## config.mk

```make
export PLATFORM = sky130hd
export DESIGN_NAME = dmem_arbiter
export DESIGN_NICKNAME = d
export VERILOG_FILES = /design/src/rtl/dmem_pkg.sv /design/src/rtl/dmem_access_chk.sv /design/src/rtl/dmem_arbiter.sv
export SDC_FILE = /design/constraint.sdc
export NUM_CORES = 1
export LEC_CHECK = 0
export CAP_MARGIN = 20
export CORE_AREA = 2 2 120 122
export DETAILED_ROUTE_END_ITERATION = 10
export DIE_AREA = 0 0 122 124
export PLACE_DENSITY = 0.88
export RECOVER_POWER = 50
export SYNTH_ARGS = -nofsm -noshare
export SYNTH_HDL_FRONTEND = slang
export SYNTH_SLANG_ARGS = --single-unit
```

## constraint.sdc

```tcl
create_clock -name clk -period 8.34 [get_ports clk]
set_input_delay 1.668 -clock clk [delete_from_list [all_inputs] [get_ports clk]]
set_output_delay 1.668 -clock clk [all_outputs]
set_load 0.02 [all_outputs]
```

## src/rtl/dmem_pkg.sv

```systemverilog
// rtl/dmem_pkg.sv - shared funct3 codes, port ids and access-size helper for the DMEM arbiter
package dmem_pkg;

    localparam logic [2:0] F3_B  = 3'b000;
    localparam logic [2:0] F3_H  = 3'b001;
    localparam logic [2:0] F3_W  = 3'b010;
    localparam logic [2:0] F3_BU = 3'b100;
    localparam logic [2:0] F3_HU = 3'b101;

    typedef enum logic {
        P_CORE = 1'b0,
        P_DBG  = 1'b1
    } port_id_t;

    // Bytes touched by an access; 0 marks an unsupported width code.
    function automatic logic [2:0] access_size(input logic [2:0] funct3);
        case (funct3)
            F3_B, F3_BU: access_size = 3'd1;
            F3_H, F3_HU: access_size = 3'd2;
            F3_W:        access_size = 3'd4;
            default:     access_size = 3'd0;
        endcase
    endfunction

endpackage

```

## src/rtl/dmem_access_chk.sv

```systemverilog
// rtl/dmem_access_chk.sv - combinational width/alignment/range fault check for one DMEM access
module dmem_access_chk
    import dmem_pkg::*;
#(
    parameter int ADDR_W    = 32,
    parameter int MEM_BYTES = 4096
) (
    input  logic [ADDR_W-1:0] addr,
    input  logic [2:0]        funct3,
    input  logic              we,
    output logic              fault
);

    // One extra bit so an access running past the top of the address space cannot wrap.
    localparam logic [ADDR_W:0] MEM_LIMIT = (ADDR_W+1)'(MEM_BYTES);

    logic [2:0]      size;
    logic [ADDR_W:0] end_addr;
    logic            bad_code;
    logic            narrow_store;
    logic            mis_half;
    logic            mis_word;
    logic            out_of_range;

    // Classify the access; any single condition is enough to fault it.
    always_comb begin
        size         = access_size(funct3);
        end_addr     = {1'b0, addr} + {{(ADDR_W-2){1'b0}}, size};
        bad_code     = (size == 3'd0);
        narrow_store = we && ((funct3 == F3_BU) || (funct3 == F3_HU));
        mis_half     = (size == 3'd2) && addr[0];
        mis_word     = (size == 3'd4) && (addr[1:0] != 2'b00);
        // last byte = end_addr - 1, so last >= MEM_BYTES  <=>  end_addr > MEM_BYTES
        out_of_range = end_addr > MEM_LIMIT;
        fault        = bad_code || narrow_store || mis_half || mis_word || out_of_range;
    end

endmodule

```

## src/rtl/dmem_arbiter.sv

```systemverilog
// rtl/dmem_arbiter.sv - two-port DMEM arbiter with port-1 anti-starvation; optional DMEM_ARB_LOCK_EN adds lock1
module dmem_arbiter
    import dmem_pkg::*;
#(
    parameter int ADDR_W    = 32,
    parameter int MEM_BYTES = 4096,
    parameter int MAX_WAIT  = 4
) (
    input  logic              clk,
    input  logic              rst_n,
    input  logic              req0,
    input  logic              we0,
    input  logic [ADDR_W-1:0] addr0,
    input  logic [31:0]       wdata0,
    input  logic [2:0]        funct3_0,
    input  logic              req1,
    input  logic              we1,
    input  logic [ADDR_W-1:0] addr1,
    input  logic [31:0]       wdata1,
    input  logic [2:0]        funct3_1,
`ifdef DMEM_ARB_LOCK_EN
    input  logic              lock1,
`endif
    output logic              gnt0,
    output logic              gnt1,
    output logic              rvalid0,
    output logic              rvalid1,
    output logic [31:0]       rdata0,
    output logic [31:0]       rdata1,
    output logic              err0,
    output logic              err1,
    output logic              mem_wr_en,
    output logic              mem_rd_en,
    output logic [ADDR_W-1:0] mem_addr,
    output logic [31:0]       mem_wr_data,
    output logic [2:0]        mem_funct3,
    input  logic [31:0]       mem_rd_data
);

    localparam logic [3:0] WAIT_LIM = 4'(MAX_WAIT);

    logic [3:0] wait_cnt;
    logic       force1;
    logic       grant;
    logic       sel_we;
    logic       fault;
    port_id_t   sel;
`ifdef DMEM_ARB_LOCK_EN
    logic       lock_q;
`endif

    // Fixed priority to the core unless the loader has waited MAX_WAIT cycles (or holds the lock).
    always_comb begin
        force1 = req1 && (wait_cnt == WAIT_LIM);
        gnt1   = req1 && (!req0 || force1);
`ifdef DMEM_ARB_LOCK_EN
        gnt0   = req0 && !gnt1 && !lock_q;
`else
        gnt0   = req0 && !gnt1;
`endif
        grant  = gnt0 || gnt1;
        sel    = gnt1 ? P_DBG : P_CORE;
    end

    // Steer the granted port onto the memory pins; idle cycles show port 0 with enables low.
    always_comb begin
        if (sel == P_DBG) begin
            mem_addr    = addr1;
            mem_wr_data = wdata1;
            mem_funct3  = funct3_1;
            sel_we      = we1;
        end else begin
            mem_addr    = addr0;
            mem_wr_data = wdata0;
            mem_funct3  = funct3_0;
            sel_we      = we0;
        end
        mem_rd_en = grant && !sel_we && !fault;
        mem_wr_en = grant && sel_we && !fault;
    end

    dmem_access_chk #(
        .ADDR_W    (ADDR_W),
        .MEM_BYTES (MEM_BYTES)
    ) u_chk (
        .addr   (mem_addr),
        .funct3 (mem_funct3),
        .we     (sel_we),
        .fault  (fault)
    );

    // One-cycle response per accepted access; reset drops anything in flight.
    always_ff @(posedge clk or negedge rst_n) begin
        if (!rst_n) begin
            rvalid0 <= 1'b0;
            rvalid1 <= 1'b0;
            rdata0  <= '0;
            rdata1  <= '0;
            err0    <= 1'b0;
            err1    <= 1'b0;
        end else begin
            rvalid0 <= gnt0;
            rvalid1 <= gnt1;
            rdata0  <= (gnt0 && mem_rd_en) ? mem_rd_data : 32'h0;
            rdata1  <= (gnt1 && mem_rd_en) ? mem_rd_data : 32'h0;
            err0    <= gnt0 && fault;
            err1    <= gnt1 && fault;
        end
    end

    // Count consecutive denied cycles of port 1, saturating at the force threshold.
    always_ff @(posedge clk or negedge rst_n) begin
        if (!rst_n) begin
            wait_cnt <= 4'd0;
        end else if (!req1 || gnt1) begin
            wait_cnt <= 4'd0;
        end else if (wait_cnt != WAIT_LIM) begin
            wait_cnt <= wait_cnt + 4'd1;
        end
    end

`ifdef DMEM_ARB_LOCK_EN
    // Lock follows lock1 on every port-1 acceptance and drops whenever port 1 goes idle.
    always_ff @(posedge clk or negedge rst_n) begin
        if (!rst_n) begin
            lock_q <= 1'b0;
        end else if (!req1) begin
            lock_q <= 1'b0;
        end else if (gnt1) begin
            lock_q <= lock1;
        end
    end
`endif

endmodule

```

==> results of run 1 <==
-- worst max-delay path by stage --
stage               cells past startpoint        end  startpoint
floorplan                              23  mem_wr_en        req1
global placement                       19  mem_rd_en        req1
detailed placement                     19  mem_rd_en        req1
CTS                                    19  mem_rd_en        req1
global route                           19  mem_rd_en        req1
finish                                 19  mem_rd_en        req1
-- timing repair --
item,4_1_cts,5_1_grt
gates resized for setup,0,3
setup buffers,0,1
setup endpoints to repair,0,2
hold endpoints to repair,0,0
-- placed cells by master, fill, tap and decap left out, types with 3 or more instances in the layout --
master             n
mux2_2            14
xnor2_1           10
dfrtp_1           72
nand3_1           83
xor2_1             4
nand4_1           14
a2111oi_0          4
a21oi_1           14
dlygate4sd3_1     67
nor2_1            22
o21ai_0           11
and4_1             8
a211oi_1           3
nor3_1            42
o32a_1             3
nand4b_1           4
a31oi_1            4
nor4_1             6
clkbuf_16          9
mux2i_1           10
nand2_1          165
ha_1               5
nand2b_1           3
inv_1             12
nor3_2            41
buf_4             13
clkdlybuf4s50_1  240
and3_1            10
and2_1             4
-- cells by family (layout without fill, tap and decap cells) --
family,after synthesis,after routing,share of synthesized area
simple gates,424,424,0.4263
flops,72,72,0.3414
compound gates,64,64,0.08393
buf+inv,60,354,0.06069
mux,24,24,0.04884
xor+xnor,14,14,0.02323
fa+ha+maj,6,6,0.01565
-- metal layers --
layer / vias up / part of all wire / global-route usage
met5: - / 0 / 0
li1: 2944 / - / -
met1: 2931 / 0.39 / 0.3185
met4: 0 / 0.018 / 0.06753
met2: 348 / 0.50 / 0.4860
met3: 36 / 0.092 / 0.06593
-- flip-flops by register name (all words and copies together) (netlist names) --
name	count
rvalid0	1
rdata1	32
wait_cnt	4
err0	1
rdata0	32
rvalid1	1
err1	1
-- per-stage QoR --
stage	cells	instance area (um2)	setup slack, ps
final	1138	8772	559.8
after global placement	1121	8444	231.1
after global routing	1138	8772	116.6
after CTS	1137	8765	62.24
after detailed placement	1121	8444	70.78
after floorplan	664	5278	402.4
-- final cells by class --
class,count,area share
tap,180,0.02567
clock buffer,9,0.02567
timing repair buffer,325,0.3657
clock inverter,7,0.01084
sequential,72,0.2054
inverter,13,0.005848
multi-input combinational,532,0.3609
-- power by group --
part           switching (mW)  internal, mW  leakage (nW)
Clock                   0.144         0.262         0.156
Sequential           0.000652         0.351         0.999
Combinational           0.160         0.158          2.61
Total                   0.304         0.771          3.76
-- worst max-delay path: stages --
cell            delay [ps]
dlygate4sd3_1          690
and4b_1                300
nor2_4                  80
buf_4                  160
nand2_1                 60
nand2_1                 90
nor2_1                 110
ha_1                   170
inv_1                   50
fa_1                   410
nor2b_2                210
o21ai_0                140
o32a_1                 370
a211oi_1               280
xnor2_1                160
nand2_1                100
or4_4                  520
nor4b_2                240
dlymetal6s2s_1         290
==> flow_summary.yaml, run 1 <==
worst_setup_path:
  rr_startpoint: "wait_cnt[0]"
  required_ps: 6670
  critPathArrivalTime_ps: 6110
  cp-end-kind: "output port"
  path_max_fanout: 9
  reg2reg_depth: 20
  rr_endpoint: "rdata0[2]"
  crit_type: "primary input to output port"
  critPathLaunchType: "primary input"
  worst-r2r-setup-slack_ps: 3550
global_route:
  grt_pass1_wl_mm: 31.77
  globalRouteOverflowTotal: 0
  grt_pass1_vias: 6032
  grt_use_total: 0.2683
  antenna_found_initial: 0
  grt_max_degree: 81
timing:
  finalSetupViolations: 0
  tns_ps: 0
  fmaxAchievable_ghz: 0.1285
  rsz0062_at_grt: "false"
  slew_headroom: -1.465
  finalHoldViolCount: 0
  finalClockSkew_ps: 7.842
  worst_slew_pin_slew_ps: 3697
  fin_crit_ps: 7780
  finalCritPeriodShare: 0.9329
  finalMaxSlewViolations: 73
  hold_slack_ps: 498.3
die:
  die_w_um: 122
  boundaryPins: 311
  initial_core_util: 0.3847
  floorplan.die.height_um: 124
  dieArea_um2: 15130
  coreArea_um2: 13720
  num_rows: 43
worst_hold_path:
  worstHoldPathType: "flip-flop to flip-flop"
  holdPathStages: 1
  hp-start: "wait_cnt[0]"
  worstHoldEndpoint: "wait_cnt[0]"
synth:
  ys_warn_count: 0
  synth_edf_count: 0
  synth.top_cell.area_share: 0.3414
  netlist_top_cells_count: "nand2_1 (165), nand3_1 (83), dfrtp_1 (72)"
  yosysMostFrequentCell: "nand2_1"
  seq_area_frac_synth: 0.3414
  ys_async_sr_fraction: 1.000
  netlist_area_um2: 5278
  ys_top_cells_by_area: "dfrtp_1 (34%), nand2_1 (12%), nand3_1 (7.9%)"
  syn-num-nets: 842
  ys_types: 67
  yosysTopAreaCell: "dfrtp_1"
  synthFlopType: "dfrtp_1"
  syn_avg_cell_area_um2: 7.948
  synthCells: 664
  synth-seq-cells: 72
place:
  portBuffers: 310
  routabilityCongestion: 0.9565
  place_hpwl_mm: 15.78
clocking:
  clkSlewWorstSetupHoldPaths_ps: 60
  clock_latency_ps: 330
  cts_tree: "built"
  htreeDepth: 3
  cts_buffers: 9
  postCtsHoldBufs: 0
  root_buffer: "clkbuf_16"
  clk_path_buf_depth: 2
  cts_num_sinks: 72
run:
  cap_violations: 1
pwr:
  total_power_mw: 1.075
  peakVddDrop_v: 0.00006996
  powerDensity_nw_per_um2: 122.6
  p_leak_nw: 3.764
routing:
  routed_via_density: 5.500
  drtAntennaViolNets: 0
  detail_route.wl_per_cell_um: 18.16
  drt-pass1-iter-count: 5
  drt_iter0_drc: 518
  wl_mm: 20.67
  drc: 0
  dr_total_vias: 6259
final_layout:
  final_util: 0.6394
  register_area_um2: 1802
  nets: 1131
  areaGrowthSynthToFinish_pct: 66.22
  n_antenna_cell: 0
  multi_input_area_um2: 3166
  n_fill_cell: 1159
  layout-drive-gt1-share: 0.1002
outcome:
  status: "finished with violations"
  violations: "capacitance limit, slew limit"
No activity file was read; power rests on OpenSTA's default activity.
==> run 2: changes to the inputs <==
--- a/config.mk
+++ b/config.mk
@@ -5,12 +5,13 @@
 export SDC_FILE = /design/constraint.sdc
 export NUM_CORES = 1
 export LEC_CHECK = 0
-export CAP_MARGIN = 20
+export CAP_MARGIN = 40
 export CORE_AREA = 2 2 120 122
 export DETAILED_ROUTE_END_ITERATION = 10
 export DIE_AREA = 0 0 122 124
-export PLACE_DENSITY = 0.88
+export PLACE_DENSITY = 0.82
 export RECOVER_POWER = 50
+export SLEW_MARGIN = 20
 export SYNTH_ARGS = -nofsm -noshare
 export SYNTH_HDL_FRONTEND = slang
 export SYNTH_SLANG_ARGS = --single-unit
==> flow_summary.yaml, run 2 (synthesis gave the netlist of run 1 again) <==
outcome:
  status: "finished with violations"
  violations: "capacitance limit, slew limit"
timing:
  rsz0062_at_grt: "false"
  fin_crit_ps: 7824
  finalClockSkew_ps: 5.334
  hold_slack_ps: 488.8
  finalMaxSlewViolations: 52
  finalSetupViolations: 0
  tns_ps: 0
  worst_slew_pin_slew_ps: 2730
  fmaxAchievable_ghz: 0.1278
  finalCritPeriodShare: 0.9382
  finalHoldViolCount: 0
  slew_headroom: -0.8198
clocking:
  clk_path_buf_depth: 2
  root_buffer: "clkbuf_16"
  cts_setup_buffers: 0
  htreeDepth: 3
  ctsResizeCount: 0
  clock_latency_ps: 330
  cts_tree: "built"
  postCtsHoldBufs: 0
  cts_buffers: 9
  cts_num_sinks: 72
  clkSlewWorstSetupHoldPaths_ps: 50
worst_setup_path:
  critical-path-top-delay-family: "simple AND/OR/NAND/NOR gates"
  critPathLaunchType: "primary input"
  cpMostUsedCell: "nand2_1"
  crit_buf_inv: 4
  cp-end-kind: "output port"
  crit_chain: "clkdlybuf4s50_1, and4b_1, nor2_4, inv_4, nand2_1, nand2_1, nor2_1, ha_1, inv_1, fa_1, nor2b_2, o21ai_0, or4b_1, and3_1, nor3_1, and4_1, nand4_1, nor4b_2, dlymetal6s2s_1"
  path_max_fanout: 23
  critPathArrivalTime_ps: 6160
  max_stage_delay_ps: 580
  crit_type: "primary input to output port"
  slowest_stage: "or4b_1"
  required_ps: 6670
routing:
  wl_mm: 20.40
  wl_met2_mm: 10.02
  drt_iter0_drc: 532
  drtAntennaViolNets: 0
  drc: 0
  dr_total_vias: 6203
  routed_via_density: 5.460
  wl_met3_mm: 2.069
  wl_met1_mm: 8.047
  maxUsedRoutingLayer: "met4"
  drt-pass1-iter-count: 7
  detail_route.wl_per_cell_um: 17.96
run:
  cap_violations: 1
die:
  coreArea_um2: 13720
  floorplan.die.height_um: 124
  die_w_um: 122
  initial_core_util: 0.3847
  boundaryPins: 311
  num_rows: 43
  dieArea_um2: 15130
final_layout:
  fin_area_um2: 8817
  final_common_cell: "clkdlybuf4s50_1"
  n_antenna_cell: 0
  areaGrowthSynthToFinish_pct: 67.07
  most-common-layout-cells: "clkdlybuf4s50_1 (240), nand2_1 (165), nand3_1 (83)"
  top_regs: "rdata0 x32, rdata1 x32, wait_cnt x4"
  nets: 1129
  layout-drive-gt1-share: 0.09833
pwr:
  p_int_uw: 765.1
  peakVddDrop_v: 0.00007774
  power_frac_comb: 0.299
  powerDensity_nw_per_um2: 120.8
  p_clk_frac: 0.370
  switching_power_uw: 299.9
  p_sw_frac: 0.2816
  seq_power_share: 0.330
  p_leak_nw: 3.786
global_route:
  grt_max_degree: 72
  grt_use_total: 0.2666
  globalRouteOverflowTotal: 0
  grt_pass1_vias: 6029
  antenna_found_initial: 0
  grt_pass1_wl_mm: 31.66
place:
  portBuffers: 310
  dpl_cell_area_um2: 8464
  routabilityCongestion: 0.9345
  place_hpwl_mm: 15.64
worst_hold_path:
  worstHoldPathType: "flip-flop to flip-flop"
## run 2: stage by stage
step | worst slack [ps] | std cells | utilization | power [mW]
after detailed placement | 41.56 | 1118 | 0.6170 | 0.6751
after global routing | 92.21 | 1136 | 0.6427 | 1.111
after global placement | 217.5 | 1116 | 0.6130 | 0.6710
after floorplan | 402.4 | 664 | - | 0.4891
final | 515.6 | 1136 | 0.6427 | 1.065
after CTS | 31.59 | 1134 | 0.6401 | 1.076
## run 2: layout make-up
type	instances	area (um2)
sequential	72	1802
timing repair buffer	323	3256
fill	1156	4902
inverter	13	51.30
clock buffer	12	266.5
tap	180	225.2
multi-input combinational	532	3166
clock inverter	4	51.30
## run 2: metal layers
layer	global-route usage	up-vias
met5	0	-
met2	0.4525	351
li1	-	2937
met3	0.07326	20
met1	0.3349	2895
met4	0.07040	0
## run 2: power groups by stage
stage                     combinational [mW]  sequential [mW]  clock [mW]
after floorplan                        0.130            0.359           0
after global routing                   0.342            0.351       0.418
final                                  0.319            0.352       0.394
after global placement                 0.313            0.358           0
after CTS                              0.320            0.352       0.405
after detailed placement               0.317            0.358           0
## run 2: final timing paths
path	start	endpoint	slack, ps	cells after the start
max	req1	mem_rd_en	520	19
min	wait_cnt[0]	wait_cnt[0]	490	1
max reg2reg	wait_cnt[0]	rdata0[0]	3410	21
min reg2reg	wait_cnt[0]	wait_cnt[0]	490	1
max in group asynchronous	rst_n	rdata1[0]	3640	2
min in group asynchronous	rst_n	rdata1[30]	1550	1
